[src/rtl/xip_cache_pkg.sv]
// Shared types and helpers for the APB XIP word cache.
// Latency: n/a (types, constants and a pure function only).
// Backpressure: n/a.
package xip_cache_pkg;

  typedef enum logic [1:0] {
    ST_IDLE = 2'd0,
    ST_REQ  = 2'd1,
    ST_ACC  = 2'd2,
    ST_RESP = 2'd3
  } state_e;

  localparam logic [31:0] FLASH_BASE_DEF = 32'h3000_0000;
  localparam logic [31:0] FLASH_END_DEF  = 32'h3fff_ffff;

  // True when addr falls inside the cacheable flash window (inclusive bounds).
  function automatic logic is_flash(input logic [31:0] addr,
                                    input logic [31:0] base = FLASH_BASE_DEF,
                                    input logic [31:0] last = FLASH_END_DEF);
    return (addr >= base) && (addr <= last);
  endfunction

endpackage

[src/rtl/xip_cache_array.sv]
// Valid/tag/data storage for a direct-mapped one-word-per-line cache.
// Latency: combinational read port, write and valid clear take effect on the next edge.
// Backpressure: none; a write is accepted every cycle, a clear overrides a same-cycle write.
module xip_cache_array #(
  parameter int LINES = 16,
  parameter int IW    = $clog2(LINES),
  parameter int TW    = 26 - IW
) (
  input  logic          clock,
  input  logic          reset,
  input  logic [IW-1:0] rd_idx_i,
  output logic          rd_vld_o,
  output logic [TW-1:0] rd_tag_o,
  output logic [31:0]   rd_dat_o,
  input  logic          wr_en_i,
  input  logic [IW-1:0] wr_idx_i,
  input  logic [TW-1:0] wr_tag_i,
  input  logic [31:0]   wr_dat_i,
  input  logic          clr_i
);

  logic [LINES-1:0] valid_q;
  logic [LINES-1:0] valid_d;
  logic [TW-1:0]    tag_q  [LINES];
  logic [31:0]      data_q [LINES];

  assign rd_vld_o = valid_q[rd_idx_i];
  assign rd_tag_o = tag_q[rd_idx_i];
  assign rd_dat_o = data_q[rd_idx_i];

  // Next valid vector: a fill sets its line, a flush clears everything and wins.
  always_comb begin
    valid_d = valid_q;
    if (wr_en_i) begin
      valid_d[wr_idx_i] = 1'b1;
    end
    if (clr_i) begin
      valid_d = '0;
    end
  end

  // Valid bits are the only storage that must come out of reset clean.
  always_ff @(posedge clock or negedge reset) begin
    if (!reset) begin
      valid_q <= '0;
    end else begin
      valid_q <= valid_d;
    end
  end

  // Tag and data need no reset: they are meaningless until the valid bit is set.
  always_ff @(posedge clock) begin
    if (wr_en_i) begin
      tag_q[wr_idx_i]  <= wr_tag_i;
      data_q[wr_idx_i] <= wr_dat_i;
    end
  end

endmodule

[src/rtl/apb_xip_cache.sv]
// Read-only direct-mapped word cache between an APB master and the SPI flash APB slave.
// Latency: hits and flash writes answer in the access cycle; misses/pass-through take 3 cycles plus downstream waits.
// Backpressure: upstream stalled via in_pready while one downstream transfer is outstanding.
module apb_xip_cache
  import xip_cache_pkg::*;
#(
  parameter int          LINES      = 16,
  parameter logic [31:0] FLASH_BASE = FLASH_BASE_DEF,
  parameter logic [31:0] FLASH_END  = FLASH_END_DEF
) (
  input  logic        clock,
  input  logic        reset,
  input  logic [31:0] in_paddr,
  input  logic        in_psel,
  input  logic        in_penable,
  input  logic [2:0]  in_pprot,
  input  logic        in_pwrite,
  input  logic [31:0] in_pwdata,
  input  logic [3:0]  in_pstrb,
  output logic        in_pready,
  output logic [31:0] in_prdata,
  output logic        in_pslverr,
  output logic [31:0] out_paddr,
  output logic        out_psel,
  output logic        out_penable,
  output logic [2:0]  out_pprot,
  output logic        out_pwrite,
  output logic [31:0] out_pwdata,
  output logic [3:0]  out_pstrb,
  input  logic        out_pready,
  input  logic [31:0] out_prdata,
  input  logic        out_pslverr,
  input  logic        flush
);

  localparam int IW = $clog2(LINES);
  localparam int TW = 26 - IW;

  state_e      state_q, state_d;
  logic [31:0] addr_q, addr_d;
  logic        write_q, write_d;
  logic [31:0] wdata_q, wdata_d;
  logic [3:0]  strb_q, strb_d;
  logic [2:0]  prot_q, prot_d;
  logic        flash_q, flash_d;
  logic [31:0] rdata_q, rdata_d;
  logic        err_q, err_d;
  logic        psel_q, psel_d;
  logic        penable_q, penable_d;

  logic          access;
  logic          req_flash;
  logic          hit;
  logic          fill;
  logic          rd_vld;
  logic [TW-1:0] rd_tag;
  logic [31:0]   rd_dat;

  assign access    = in_psel & in_penable;
  assign req_flash = is_flash(in_paddr, FLASH_BASE, FLASH_END);
  assign hit       = rd_vld && (rd_tag == in_paddr[27:IW+2]);

  xip_cache_array #(
    .LINES (LINES),
    .IW    (IW),
    .TW    (TW)
  ) u_array (
    .clock    (clock),
    .reset    (reset),
    .rd_idx_i (in_paddr[IW+1:2]),
    .rd_vld_o (rd_vld),
    .rd_tag_o (rd_tag),
    .rd_dat_o (rd_dat),
    .wr_en_i  (fill),
    .wr_idx_i (addr_q[IW+1:2]),
    .wr_tag_i (addr_q[27:IW+2]),
    .wr_dat_i (out_prdata),
    .clr_i    (flush)
  );

  // Downstream bus is driven straight from registers.
  assign out_paddr   = addr_q;
  assign out_pwrite  = write_q;
  assign out_pwdata  = wdata_q;
  assign out_pstrb   = strb_q;
  assign out_pprot   = prot_q;
  assign out_psel    = psel_q;
  assign out_penable = penable_q;

  // Next-state, upstream response mux and request latching.
  always_comb begin
    state_d    = state_q;
    addr_d     = addr_q;
    write_d    = write_q;
    wdata_d    = wdata_q;
    strb_d     = strb_q;
    prot_d     = prot_q;
    flash_d    = flash_q;
    rdata_d    = rdata_q;
    err_d      = err_q;
    in_pready  = 1'b0;
    in_prdata  = '0;
    in_pslverr = 1'b0;
    fill       = 1'b0;

    unique case (state_q)
      ST_IDLE: begin
        if (access) begin
          if (req_flash && in_pwrite) begin
            // Flash is read-only here: refuse the write without touching the bus.
            in_pready  = 1'b1;
            in_pslverr = 1'b1;
          end else if (req_flash && hit) begin
            in_pready = 1'b1;
            in_prdata = rd_dat;
          end else begin
            // Flash misses always fetch the whole aligned word as a plain read.
            addr_d  = req_flash ? {in_paddr[31:2], 2'b00} : in_paddr;
            write_d = req_flash ? 1'b0 : in_pwrite;
            strb_d  = req_flash ? 4'h0 : in_pstrb;
            wdata_d = in_pwdata;
            prot_d  = in_pprot;
            flash_d = req_flash;
            state_d = ST_REQ;
          end
        end
      end
      ST_REQ: begin
        state_d = ST_ACC;
      end
      ST_ACC: begin
        if (out_pready) begin
          rdata_d = out_prdata;
          err_d   = out_pslverr;
          fill    = flash_q & ~out_pslverr;
          state_d = ST_RESP;
        end
      end
      ST_RESP: begin
        in_pready  = 1'b1;
        in_prdata  = rdata_q;
        in_pslverr = err_q;
        state_d    = ST_IDLE;
      end
      default: begin
        state_d = ST_IDLE;
      end
    endcase
  end

  // Select/enable follow the state being entered so they leave a register.
  always_comb begin
    psel_d    = (state_d == ST_REQ) || (state_d == ST_ACC);
    penable_d = (state_d == ST_ACC);
  end

  // State and latched transfer registers; reset drops any downstream transfer at once.
  always_ff @(posedge clock or negedge reset) begin
    if (!reset) begin
      state_q   <= ST_IDLE;
      addr_q    <= '0;
      write_q   <= 1'b0;
      wdata_q   <= '0;
      strb_q    <= '0;
      prot_q    <= '0;
      flash_q   <= 1'b0;
      rdata_q   <= '0;
      err_q     <= 1'b0;
      psel_q    <= 1'b0;
      penable_q <= 1'b0;
    end else begin
      state_q   <= state_d;
      addr_q    <= addr_d;
      write_q   <= write_d;
      wdata_q   <= wdata_d;
      strb_q    <= strb_d;
      prot_q    <= prot_d;
      flash_q   <= flash_d;
      rdata_q   <= rdata_d;
      err_q     <= err_d;
      psel_q    <= psel_d;
      penable_q <= penable_d;
    end
  end

endmodule

[config.mk]
export PLATFORM = sky130hd
export DESIGN_NAME = apb_xip_cache
export DESIGN_NICKNAME = d
export VERILOG_FILES = /design/src/rtl/xip_cache_pkg.sv /design/src/rtl/xip_cache_array.sv /design/src/rtl/apb_xip_cache.sv
export SDC_FILE = /design/constraint.sdc
export NUM_CORES = 1
export LEC_CHECK = 0
export CAP_MARGIN = 20
export CELL_PAD_IN_SITES_DETAIL_PLACEMENT = 1
export CELL_PAD_IN_SITES_GLOBAL_PLACEMENT = 1
export CORE_UTILIZATION = 56
export CTS_CLUSTER_SIZE = 16
export DETAILED_ROUTE_END_ITERATION = 8
export GPL_ROUTABILITY_DRIVEN = 0
export PLACE_DENSITY_LB_ADDON = 0.08
export SLEW_MARGIN = 20
export SYNTH_ARGS = -nofsm -noshare
export SYNTH_HDL_FRONTEND = slang
export SYNTH_HIERARCHICAL = 1
export SYNTH_SLANG_ARGS = --single-unit
export TNS_END_PERCENT = 50
[constraint.sdc]
create_clock -name clock -period 10.9 [get_ports clock]
set_clock_uncertainty 0.05 [all_clocks]
set_input_delay 2.18 -clock clock [delete_from_list [all_inputs] [get_ports clock]]
set_output_delay 2.18 -clock clock [all_outputs]
set_load 0.02 [all_outputs]
==> results.md <==
- CTS max path bufs: 3
- Crit path setup slack, layout: 1.861 ns
- Post-Synthesis Cells: 1820
- Starting density of the core: 0.5676
- Design internal power: 0.007200 W
- Max IR drop VDD: 0.1451 mV
- Distinct cell type count of the synthesized netlist: 38
- Worst max-slew margin expressed relative to the limit: 0.2212
- Launching element of the worst setup path: in_paddr[4]
- Clock root buffer: sky130_fd_sc_hd__clkbuf_16
- Maximum net fanout on the critical path: 33
- Clk pin slew, worst setup/hold paths: 0.06 ns
- Later-pin clock latency in the skew report: 0.67 ns
- Data arrival time of the worst path: 6.81 ns
- Net count reported at finish: 2196
- Leak Pwr: 14.74 nW
- Routed via count divided by cell count: 6.527
- Required time at the worst-slack endpoint: 8.67 ns
- TritonCTS clock tree: built
- Total Die Area: 69360 um2
- Number of standard-cell rows in the floorplan: 95
- Area fraction in compound gates after synthesis: 0.03042
- Finished layout cell area: 44820 um2
- Post-synth ARST share: 0.1273
- First-iteration detailed-routing DRC count: 2014
- Final cycle utilization of the critical path: 0.8293
- Simple-gate share of the synthesized area: 0.02567
- Layout filler cell count: 5366
- Maximum number of pins on one net before global-route repair: 94
- Post-detailed-route DRC marker count: 0
- Number of global-route vias before repair: 21284
- Termination of the worst setup path: in_prdata[0]
- Sw Ratio: 0.2582
- Number of enable flip-flop cells after synthesis: 864
- Number of synthesized register bits: 990
- Type of the most critical hold path: reg2reg
- Yosys Warn Count: 6
- Crit Reg-Reg Endpoint: u_array/tag_q[6][2]$_DFFE_PP_
- Placeable Area: 67400 um2
- Vias: 19842
- Remaining number of nets flagged by the antenna check after routing: 0
- Count of input and output buffers: 218
- Final count of negative-setup-slack endpoints: 0
- Seq/Total Area, Yosys: 0.7606
- Routed wire per std cell: 32.83 um
- Remaining Overflow, GRT: 0
- Signed area change from the synthesized netlist to the final layout: 17.15%
- P per Cell Area: 216.6 nW/um2
- Fraction of final layout cells with drive strength greater than 1: 0.2500
- IO Pins: 219
- Number of cells on the worst reg-to-reg path: 8
- Switching power total: 0.002506 W
- Half-perimeter wire length of the detailed placement result: 53.88 mm
- Synthesized area per cell: 21.02 um2
- Endpoint type of the worst setup path: output port
- Final Slew Violations: 0
- Number of CTS-inserted buffers: 98
- Portion of total power attributed to combinational logic: 0.150
- Floorplan die height: 263.4 um
- Type of the setup path with the least slack: in2out
- Run status: finished, final reports clean
- Sinks on the clock net: 990
- DIE WIDTH: 263.4 um
- Post-synthesis instance area: 38260 um2
- Fraction of power consumed by sequential logic: 0.500
- Depth of the CTS H-tree: 3
- Multiplexer fraction of the synthesized cell area: 0.1625
- Number of nets produced by synthesis: 1935
- Final count of hold timing violations: 0
- CTS Hold Bufs: 0
- Wire length of the first global-routing pass: 145.4 mm
- Maxcap violations: 0
- Final setup TNS: 0 ns
- DP Worst Slack: 2.022 ns
- Critical Path Source Type: input port
- Setup slack of the worst register-to-register path: 6.00 ns
- Number of iterations in the first detailed-routing pass: 5
- Unrepaired setup endpoints after global routing: false
- Post_cts resized: 0
- Synthesized-area fraction occupied by adder cells: 0.001308
- Combinational family with the most area after synthesis: multiplexers
- Post-CTS setup buffers: 0
- Total global-route track usage: 0.2943
- Post-layout minimum cycle time: 9.040 ns
- Slew of the pin with the lowest slew margin: 1.168 ns
- Worst flop-to-flop path startpoint: state_q[0]$_DFF_PN0_
- Xor and xnor area share after synthesis: 0.005037
- Dominant register cell in the synthesized netlist: sky130_fd_sc_hd__edfxtp_1
- Highest achievable clock rate: 110.6 MHz
- Clock Power Share: 0.350
- Total detailed-routing wirelength: 99.82 mm
- Instance area at placement: 41550 um2
- Antenna violations before repair: 4
-- power groups by stage --
stage	logic, W	clock network [W]	registers, W
detailed placement	0.00146	0	0.00493
CTS	0.00147	0.00345	0.00485
global route	0.00153	0.00357	0.00489
floorplan	0.000627	0	0.00499
global placement	0.00142	0	0.00489
finish	0.00146	0.00340	0.00485
-- logic make-up after synthesis --
kind of cell / after synthesis
AO/OA/AOI/OAI: 170
XOR/XNOR: 22
adder cells (fa/ha/maj): 4
buffers and inverters: 114
flip-flops: 990
multiplexers: 320
AND/OR/NAND/NOR: 200
-- stage by stage --
| stage | cells | power, W | hold slack (ns) | util |
|---|---|---|---|---|
| CTS | 3037 | 0.009776 | 0.4436 | 0.6648 |
| global placement | 2853 | 0.006308 | 0.4190 | 0.6161 |
| floorplan | 1820 | 0.005614 | 0.4073 | - |
| detailed placement | 2854 | 0.006384 | 0.4282 | 0.6165 |
| global route | 3037 | 0.01000 | 0.4628 | 0.6649 |
| finish | 3040 | 0.009706 | 0.4375 | 0.6650 |
-- worst min-delay path by stage --
| stage | start | end | slack [ns] | depth (start not counted) |
|---|---|---|---|---|
| 2_1_floorplan | u_array/valid_q[10]$_DFFE_PN0P_ | u_array/valid_q[10]$_DFFE_PN0P_ | 0.41 | 2 |
| 3_3_place_gp | out_paddr[31]$_DFFE_PN0P_ | out_paddr[31]$_DFFE_PN0P_ | 0.42 | 1 |
| 3_5_place_dp | out_pwdata[10]$_DFFE_PN0P_ | out_pwdata[10]$_DFFE_PN0P_ | 0.43 | 1 |
| 4_1_cts | out_paddr[31]$_DFFE_PN0P_ | out_paddr[31]$_DFFE_PN0P_ | 0.44 | 1 |
| 5_1_grt | out_pwdata[10]$_DFFE_PN0P_ | out_pwdata[10]$_DFFE_PN0P_ | 0.46 | 1 |
| 6_report | out_pprot[1]$_DFFE_PN0P_ | out_pprot[1]$_DFFE_PN0P_ | 0.44 | 1 |
-- worst max-delay path, cell delays in order --
cell and delay (ns):
sky130_fd_sc_hd__clkdlybuf4s50_1 0.64, sky130_fd_sc_hd__and2_2 0.81, sky130_fd_sc_hd__buf_4 0.66, sky130_fd_sc_hd__a22oi_1 0.17, sky130_fd_sc_hd__nand2_1 0.14, sky130_fd_sc_hd__xnor2_1 0.12
sky130_fd_sc_hd__nand4_1 0.16, sky130_fd_sc_hd__nor2_1 0.30, sky130_fd_sc_hd__nand2_1 0.17, sky130_fd_sc_hd__buf_4 0.32, sky130_fd_sc_hd__o21ai_0 0.42, sky130_fd_sc_hd__clkdlybuf4s50_1 0.70
-- cell usage in the layout (no fill, tap or decap), types with 3 or more instances in the layout --
| cell | instances |
|---|---|
| sky130_fd_sc_hd__clkinv_2 | 19 |
| sky130_fd_sc_hd__clkbuf_1 | 23 |
| sky130_fd_sc_hd__buf_4 | 45 |
| sky130_fd_sc_hd__mux2_1 | 4 |
| sky130_fd_sc_hd__diode_2 | 3 |
| sky130_fd_sc_hd__inv_6 | 3 |
| sky130_fd_sc_hd__edfxtp_1 | 864 |
| sky130_fd_sc_hd__nor3_2 | 4 |
| sky130_fd_sc_hd__dfrtp_1 | 126 |
| sky130_fd_sc_hd__ha_1 | 3 |
| sky130_fd_sc_hd__o21ai_0 | 24 |
| sky130_fd_sc_hd__nand2_1 | 89 |
| sky130_fd_sc_hd__nand3_1 | 9 |
| sky130_fd_sc_hd__mux2_4 | 36 |
| sky130_fd_sc_hd__clkdlybuf4s50_1 | 215 |
| sky130_fd_sc_hd__o22ai_1 | 17 |
| sky130_fd_sc_hd__mux2_2 | 59 |
| sky130_fd_sc_hd__mux4_2 | 220 |
| sky130_fd_sc_hd__inv_1 | 10 |
| sky130_fd_sc_hd__a22oi_1 | 111 |
| sky130_fd_sc_hd__clkbuf_16 | 101 |
| sky130_fd_sc_hd__nor2_1 | 24 |
| sky130_fd_sc_hd__a31oi_1 | 4 |
| sky130_fd_sc_hd__clkinv_1 | 12 |
| sky130_fd_sc_hd__nor2b_4 | 3 |
| sky130_fd_sc_hd__xnor2_1 | 22 |
| sky130_fd_sc_hd__nand3b_1 | 34 |
| sky130_fd_sc_hd__nor2_4 | 13 |
| sky130_fd_sc_hd__clkinvlp_4 | 3 |
| sky130_fd_sc_hd__bufinv_16 | 8 |
| sky130_fd_sc_hd__nand4_1 | 6 |
| sky130_fd_sc_hd__a21oi_1 | 12 |
| sky130_fd_sc_hd__clkbuf_8 | 13 |
-- state kept, by name (all words and copies together), names as in the netlist --
register and flops:
out_paddr 32, rdata_q 32, out_pstrb 4, out_pwrite 1, err_q 1, out_psel 1
u_array/valid_q 16, out_pwdata 32, out_pprot 3, flash_q 1, state_q 2, out_penable 1
u_array/data_q 512, u_array/tag_q 352
-- Yosys cell counts (2+ instances only) --
cell type	instances	area share
sky130_fd_sc_hd__nor3_1	4	0.00052
sky130_fd_sc_hd__inv_1	10	0.00098
sky130_fd_sc_hd__and3_1	2	0.00033
sky130_fd_sc_hd__a31oi_1	4	0.00065
sky130_fd_sc_hd__buf_2	11	0.0014
sky130_fd_sc_hd__mux2_4	36	0.014
sky130_fd_sc_hd__a21oi_1	12	0.0016
sky130_fd_sc_hd__buf_1	16	0.0016
sky130_fd_sc_hd__and3b_1	2	0.00046
sky130_fd_sc_hd__nand2b_1	2	0.00033
sky130_fd_sc_hd__o22ai_1	17	0.0028
sky130_fd_sc_hd__clkbuf_1	52	0.0051
sky130_fd_sc_hd__mux4_2	220	0.13
sky130_fd_sc_hd__dfrtp_1	126	0.082
sky130_fd_sc_hd__buf_6	5	0.0015
sky130_fd_sc_hd__edfxtp_1	864	0.68
sky130_fd_sc_hd__nand2_1	90	0.0088
sky130_fd_sc_hd__nand3_1	9	0.0012
sky130_fd_sc_hd__nor2_1	37	0.0036
sky130_fd_sc_hd__a22oi_1	111	0.022
sky130_fd_sc_hd__mux2_2	59	0.017
sky130_fd_sc_hd__nor3b_1	2	0.00039
sky130_fd_sc_hd__nand3b_1	34	0.0067
sky130_fd_sc_hd__buf_4	20	0.0039
sky130_fd_sc_hd__mux2_1	4	0.0012
sky130_fd_sc_hd__xnor2_1	22	0.0050
sky130_fd_sc_hd__nor2b_1	6	0.00098
sky130_fd_sc_hd__ha_1	4	0.0013
sky130_fd_sc_hd__and2_1	2	0.00033
sky130_fd_sc_hd__o21ai_0	24	0.0031
sky130_fd_sc_hd__nand4_1	6	0.00098
-- cell type report --
type / instances / area [um2] / area share
inverters: 10 / 37.54 / 0.0008375
well taps: 873 / 1092 / 0.02437
diodes: 3 / 7.507 / 0.0001675
repair buffers: 265 / 2569 / 0.05731
multi-input cells: 716 / 8760 / 0.1954
clock inverters: 47 / 475.5 / 0.01061
clock buffers: 136 / 2779 / 0.06200
flip-flops and latches: 990 / 29100 / 0.6492
-- routing by layer --
metal / up-vias / share of wire / GRT usage
met3: 183 / 0.078 / 0.05341
met2: 919 / 0.50 / 0.4823
met4: 4 / 0.027 / 0.09104
li1: 8007 / - / -
met1: 10729 / 0.40 / 0.4078
met5: - / 0.00025 / 0
(Power assumes the default switching activity.)
